===== config.mk =====
export PLATFORM = sky130hd
export DESIGN_NAME = monitor_ctrl
export DESIGN_NICKNAME = d
export VERILOG_FILES = /design/src/rtl/monitor_ctrl.sv
export SDC_FILE = /design/constraint.sdc
export NUM_CORES = 1
export LEC_CHECK = 0
export ABC_CLOCK_PERIOD_IN_PS = 3200
export BUFFER_PORTS_ARGS = -buffer_cell sky130_fd_sc_hd__buf_2
export CORE_ASPECT_RATIO = 1.25
export CORE_MARGIN = 4
export CORE_UTILIZATION = 60
export DETAILED_ROUTE_END_ITERATION = 7
export PLACE_DENSITY = 0.8
export SLEW_MARGIN = 20
export SYNTH_ARGS = -nofsm -noshare
export SYNTH_HDL_FRONTEND = slang
export SYNTH_SLANG_ARGS = --single-unit

===== constraint.sdc =====
create_clock -name clk -period 3.2 [get_ports clk]
set_input_delay 0.32 -clock clk [delete_from_list [all_inputs] [get_ports clk]]
set_output_delay 0.32 -clock clk [all_outputs]
set_load 0.02 [all_outputs]

===== src/rtl/monitor_ctrl.sv =====
// Byte-stream monitor: parses load/dump/sum/exec commands from rx,
// drives a blockram port and the CPU launch handshake, answers on tx.
module monitor_ctrl #(
  parameter int          ADDR_WIDTH = 13,
  parameter int          ADDR_BYTES = 3,
  parameter int          LEN_WIDTH  = 16,
  parameter logic [23:0] TIMEOUT    = 24'd1200000
) (
  input  logic                  clk,
  input  logic                  rst,
  input  logic [7:0]            rx_data,
  input  logic                  rx_valid,
  output logic                  rx_ready,
  output logic [7:0]            tx_data,
  output logic                  tx_valid,
  input  logic                  tx_ready,
  output logic [ADDR_WIDTH-1:0] mem_raddr,
  input  logic [7:0]            mem_dout,
  output logic [ADDR_WIDTH-1:0] mem_waddr,
  output logic [7:0]            mem_din,
  output logic                  mem_we,
  output logic                  cpu_start,
  input  logic                  cpu_halted,
  output logic                  busy,
  output logic [3:0]            state_dbg
);

  typedef enum logic [3:0] {
    IDLE      = 4'd0,
    HDR       = 4'd1,
    DECODE    = 4'd2,
    LOAD_WAIT = 4'd3,
    LOAD_WR   = 4'd4,
    DUMP_RD   = 4'd5,
    DUMP_LAT  = 4'd6,
    DUMP_TX   = 4'd7,
    SUM_RD    = 4'd8,
    SUM_LAT   = 4'd9,
    SUM_ACC   = 4'd10,
    EXEC_W    = 4'd11,
    EXEC_RUN  = 4'd12,
    STATUS    = 4'd13
  } state_t;

  localparam logic [7:0] ST_OK  = 8'hA5;
  localparam logic [7:0] ST_BAD = 8'hE1;
  localparam logic [7:0] ST_TMO = 8'hE2;
  localparam logic [3:0] A_LAST = 4'(ADDR_BYTES);
  localparam logic [3:0] H_LAST = 4'(ADDR_BYTES + 2);

  state_t                state;
  logic [7:0]            cmd;
  logic [3:0]            hdr_cnt;
  logic [ADDR_WIDTH-1:0] addr;
  logic [LEN_WIDTH-1:0]  len;
  logic [15:0]           len_hdr;
  logic [7:0]            sum;
  logic                  sum_pend;
  logic                  ex_step;
  logic [23:0]           tmo_cnt;

  logic rx_xfer, tmo_hit, len_zero, len_last;
  logic is_load, is_dump, is_exec, is_sum, is_mem;

  assign rx_xfer  = rx_valid && rx_ready;
  assign tmo_hit  = (TIMEOUT != 24'd0) &&
                    (tmo_cnt == TIMEOUT - 24'd1);
  assign len_zero = (LEN_WIDTH'(len_hdr) == '0);
  assign len_last = (len == LEN_WIDTH'(1));
  assign is_load  = (cmd == 8'h01);
  assign is_dump  = (cmd == 8'h02);
  assign is_exec  = (cmd == 8'h03);
  assign is_sum   = (cmd == 8'h04);
  assign is_mem   = is_load || is_dump || is_sum;

  assign busy      = (state != IDLE);
  assign state_dbg = state;

  always_ff @(posedge clk) begin
    if (rst) begin
      state     <= IDLE;
      rx_ready  <= 1'b0;
      tx_data   <= '0;
      tx_valid  <= 1'b0;
      mem_raddr <= '0;
      mem_waddr <= '0;
      mem_din   <= '0;
      mem_we    <= 1'b0;
      cpu_start <= 1'b0;
      cmd       <= '0;
      hdr_cnt   <= '0;
      addr      <= '0;
      len       <= '0;
      len_hdr   <= '0;
      sum       <= '0;
      sum_pend  <= 1'b0;
      ex_step   <= 1'b0;
      tmo_cnt   <= '0;
    end else begin
      mem_we    <= 1'b0;
      cpu_start <= 1'b0;
      tmo_cnt   <= '0;
      case (state)
        IDLE: begin
          rx_ready <= 1'b1;
          if (rx_xfer) begin
            cmd     <= rx_data;
            addr    <= '0;
            hdr_cnt <= 4'd1;
            state   <= HDR;
          end
        end
        HDR: begin
          if (rx_xfer) begin
            // last two header bytes end up in len_hdr
            len_hdr <= {len_hdr[7:0], rx_data};
            if (hdr_cnt <= A_LAST)
              addr <= ADDR_WIDTH'({addr, rx_data});
            hdr_cnt <= hdr_cnt + 4'd1;
            if (hdr_cnt == H_LAST) begin
              rx_ready <= 1'b0;
              state    <= DECODE;
            end
          end else if (tmo_hit) begin
            rx_ready <= 1'b0;
            tx_data  <= ST_TMO;
            tx_valid <= 1'b1;
            state    <= STATUS;
          end else begin
            tmo_cnt <= tmo_cnt + 24'd1;
          end
        end
        DECODE: begin
          len      <= LEN_WIDTH'(len_hdr);
          sum      <= '0;
          sum_pend <= 1'b0;
          ex_step  <= 1'b0;
          unique case (1'b1)
            is_exec: begin
              mem_we    <= 1'b1;
              mem_waddr <= '0;
              mem_din   <= len_hdr[15:8];
              state     <= EXEC_W;
            end
            is_mem && len_zero: begin
              tx_data  <= ST_OK;
              tx_valid <= 1'b1;
              state    <= STATUS;
            end
            is_load && !len_zero: begin
              rx_ready <= 1'b1;
              state    <= LOAD_WAIT;
            end
            is_dump && !len_zero: begin
              mem_raddr <= addr;
              state     <= DUMP_RD;
            end
            is_sum && !len_zero: begin
              mem_raddr <= addr;
              state     <= SUM_RD;
            end
            default: begin
              tx_data  <= ST_BAD;
              tx_valid <= 1'b1;
              state    <= STATUS;
            end
          endcase
        end
        LOAD_WAIT: begin
          if (rx_xfer) begin
            mem_we    <= 1'b1;
            mem_waddr <= addr;
            mem_din   <= rx_data;
            rx_ready  <= 1'b0;
            state     <= LOAD_WR;
          end else if (tmo_hit) begin
            rx_ready <= 1'b0;
            tx_data  <= ST_TMO;
            tx_valid <= 1'b1;
            state    <= STATUS;
          end else begin
            tmo_cnt <= tmo_cnt + 24'd1;
          end
        end
        LOAD_WR: begin
          addr <= addr + ADDR_WIDTH'(1);
          len  <= len - LEN_WIDTH'(1);
          if (len_last) begin
            tx_data  <= ST_OK;
            tx_valid <= 1'b1;
            state    <= STATUS;
          end else begin
            rx_ready <= 1'b1;
            state    <= LOAD_WAIT;
          end
        end
        DUMP_RD:  state <= DUMP_LAT;
        DUMP_LAT: begin
          tx_data  <= mem_dout;
          tx_valid <= 1'b1;
          state    <= DUMP_TX;
        end
        DUMP_TX: begin
          if (tx_ready) begin
            addr <= addr + ADDR_WIDTH'(1);
            len  <= len - LEN_WIDTH'(1);
            if (len_last) begin
              tx_data <= ST_OK;
              state   <= STATUS;
            end else begin
              tx_valid  <= 1'b0;
              mem_raddr <= addr + ADDR_WIDTH'(1);
              state     <= DUMP_RD;
            end
          end
        end
        SUM_RD:  state <= SUM_LAT;
        SUM_LAT: state <= SUM_ACC;
        SUM_ACC: begin
          sum  <= sum + mem_dout;
          addr <= addr + ADDR_WIDTH'(1);
          len  <= len - LEN_WIDTH'(1);
          if (len_last) begin
            tx_data  <= sum + mem_dout;
            tx_valid <= 1'b1;
            sum_pend <= 1'b1;
            state    <= STATUS;
          end else begin
            mem_raddr <= addr + ADDR_WIDTH'(1);
            state     <= SUM_RD;
          end
        end
        EXEC_W: begin
          if (!ex_step) begin
            mem_we    <= 1'b1;
            mem_waddr <= ADDR_WIDTH'(1);
            mem_din   <= len_hdr[7:0];
            ex_step   <= 1'b1;
          end else begin
            cpu_start <= 1'b1;
            state     <= EXEC_RUN;
          end
        end
        EXEC_RUN: begin
          // skip the pulse cycle so a stale halt level cannot end the run
          if (cpu_halted && !cpu_start) begin
            tx_data  <= ST_OK;
            tx_valid <= 1'b1;
            state    <= STATUS;
          end
        end
        STATUS: begin
          if (tx_ready) begin
            if (sum_pend) begin
              tx_data  <= ST_OK;
              sum_pend <= 1'b0;
            end else begin
              tx_valid <= 1'b0;
              rx_ready <= 1'b1;
              state    <= IDLE;
            end
          end
        end
        default: state <= IDLE;
      endcase
    end
  end

endmodule


==> out/metrics.csv <==
metric,value,unit
synth_cells,997,
period_share,80.15,%
critPathCaptureType,register,
drt_iter0_drc,484,
synthDistinctLibCells,72,
timing.setup.tns,0,ps
synth.avg_cell_area,7.754,um^2
die_w,109.5,um
drive_gt1_share,13.80,%
muxShareOfSynthArea,2.460,%
cts_setup_buffers,0,
synth-edff-count,0,
setup_slack,635.2,ps
cts_tree,yes,
num_antenna_cells,0,
final_cell_area,0.008740,mm^2
hpwl,13780,um
vias,7394,
synth_fa_ha_area_share,2.363,%
rsz0062_at_grt,no,
synth_fp_nets,1032,
multiInputGateArea,0.004603,mm^2
fmax,389.9,MHz
gp_congestion,0.9551,
place_area,0.008209,mm^2
yosysTopAreaCellShare,36.51,%
avgRoutedWirePerCell,16.28,um
synth_top_family_by_area,simple AND/OR/NAND/NOR gates,
grt_first_pass_wirelength,32250,um
start_util,61.06,%
cpMaxStageDelayCell,or3b_2,
cts_root_buf,clkbuf_16,
layout.nets,1075,
outcome,"finished, final reports clean",
synthTopCellsByArea,"dfxtp_1 (37%), a21oi_1 (6.1%), nand2_1 (5.9%)",
numCtsBuffers,17,
ys_seq_area_share,36.51,%
drv_slew,0,
crit_family,simple AND/OR/NAND/NOR gates,
hold_buffers,0,
postRouteAntennaNets,0,
clkLatencyLatePin,420,ps
yosys_most_used_dff,dfxtp_1,
synth_commonest_cells,"dfxtp_1 (141), nand2_1 (121), nor2_1 (118)",
cp-start-kind,register,
antenna_found_initial,0,
fin_crit,2565,ps
rows,46,
final-hold-violation-count,0,
drc_errors,0,
worst_slew_pin_slew,865.7,ps
grt_overflow,0,
dieHeight,134.9,um
cts.sinks,141,
relSlewSlack,42.29,%
crit_chain,buf_4 -> or3b_2 -> nand2b_1 -> a31oi_1 -> nor2_1 -> a211oi_1,
clockBufferDepth,2,
grt_pass1_vias,6721,
setup_viol,0,
cp_slowest_stage_delay,640,ps
coreArea,0.01266,mm^2
place_ws,724.6,ps
htreeDepth,4,
worstPathMaxFanout,18,
arrival,2890,ps
synth_area,0.007731,mm^2
yosysTopAreaCell,dfxtp_1,
routed_wl,19840,um
areaGrowthSynthToFinish,13.04,%
numPortBuffers,71,
fillers,1086,
synth-simple-area-share,27.01,%
die_area,0.01478,mm^2
yosys.area_share.xor_xnor,4.758,%
hold_ws,174.2,ps
path_clk_slew,60,ps
fin_skew,4.263,ps
powerDensity,723.6,mW/mm^2
power.leakage,3.171,nW
max-cap-violations,0,
grt_max_degree,88,
min_path_type,primary input to register,
first_pass_iters,5,
synth_compound_area_share,22.74,%
vdd_drop_max,0.5112,mV
crit_required,3520,ps
cts_resized,0,
synth-seq-cells,141,
criticalPathCategory,register to register,
cp_num_buf_inv,1,
regArea,0.002824,mm^2
io_pins,72,
synth-warning-count,0,
grtUsageTotal,27.23,%
synth-async-reset-ratio,0,%
post-synth-top-count-cell,dfxtp_1,
vias_per_cell,6.066,
cells by family after synthesis:
group           Yosys count
simple gates            425
compound gates          274
flops                   141
buf+inv                  82
xor+xnor                 42
mux                      19
fa+ha+maj                14
worst paths after layout:
kind,start,to,slack (ps),cells after the start
setup / recovery,state_dbg[0],tx_data[4],640,6
hold / removal,rx_data[5],len_hdr[5],170,3
setup reg to reg,state_dbg[0],tx_data[4],640,6
hold reg to reg,mem_waddr[6],mem_waddr[6],450,2
flip-flops by register name, indices dropped and copies added, names as in the netlist:
| register | cells |
|---|---|
| len_hdr | 16 |
| cpu_start | 1 |
| ex_step | 1 |
| sum_pend | 1 |
| mem_waddr | 13 |
| tx_data | 8 |
| mem_din | 8 |
| rx_ready | 1 |
| cmd | 8 |
| tmo_cnt | 24 |
| tx_valid | 1 |
| mem_we | 1 |
| mem_raddr | 13 |
| addr | 13 |
| len | 16 |
| state_dbg | 4 |
| sum | 8 |
| hdr_cnt | 4 |
metrics by stage:
| step | std cells | utilization [%] | power, mW |
|---|---|---|---|
| finish | 1219 | 69.02 | 6.324 |
| global route | 1219 | 69.02 | 6.671 |
| CTS | 1219 | 69.02 | 6.315 |
| detailed placement | 1189 | 64.83 | 4.533 |
| global placement | 1189 | 64.83 | 4.517 |
| floorplan | 997 | - | 3.903 |
cells in the final DEF (no fill, tap or decap), types with 12 or more instances in the layout:
cell type  instances
buf_4             23
nor2b_1           16
ha_1              13
inv_1             13
nand2_1          121
or3_1             13
a22oi_1           15
nor4_1            12
clkbuf_16         17
a211oi_1          13
nand2b_1          13
nor2_1           118
nand3_1           37
o211ai_1          14
dfxtp_1          140
o21ai_0           55
a21oi_1           94
mux2i_1           19
xnor2_1           27
nor3_1            22
o41ai_1           13
buf_2             70
xor2_1            15
worst min-delay path, delay by kind of cell:
family / cells / cell delay [ps]
buffers and inverters: 1 / 120
AND/OR/NAND/NOR: 1 / 50
AO/OA/AOI/OAI: 1 / 50
report_power, final:
group	leakage (nW)	internal (mW)	total (mW)	switching (mW)
clock network	0.259	1.06	1.77	0.711
logic	1.77	0.856	2.37	1.51
registers	1.14	1.94	2.18	0.244
total	3.17	3.86	6.32	2.47
routing by layer:
metal	wire length, um	GRT usage (%)
met1	8616	34.82
met2	9514	44.70
met3	1106	4.782
met4	607	11.92
met5	0	0
layout make-up:
type / instances / share of cell area, %
Multi-Input combinational cell: 774 / 52.67
Tap cell: 168 / 2.405
Timing Repair Buffer: 93 / 5.984
Clock inverter: 5 / 0.4009
Sequential cell: 141 / 32.31
Clock buffer: 25 / 5.669
Inverter: 13 / 0.5583
No activity file was read; power rests on OpenSTA's default activity.
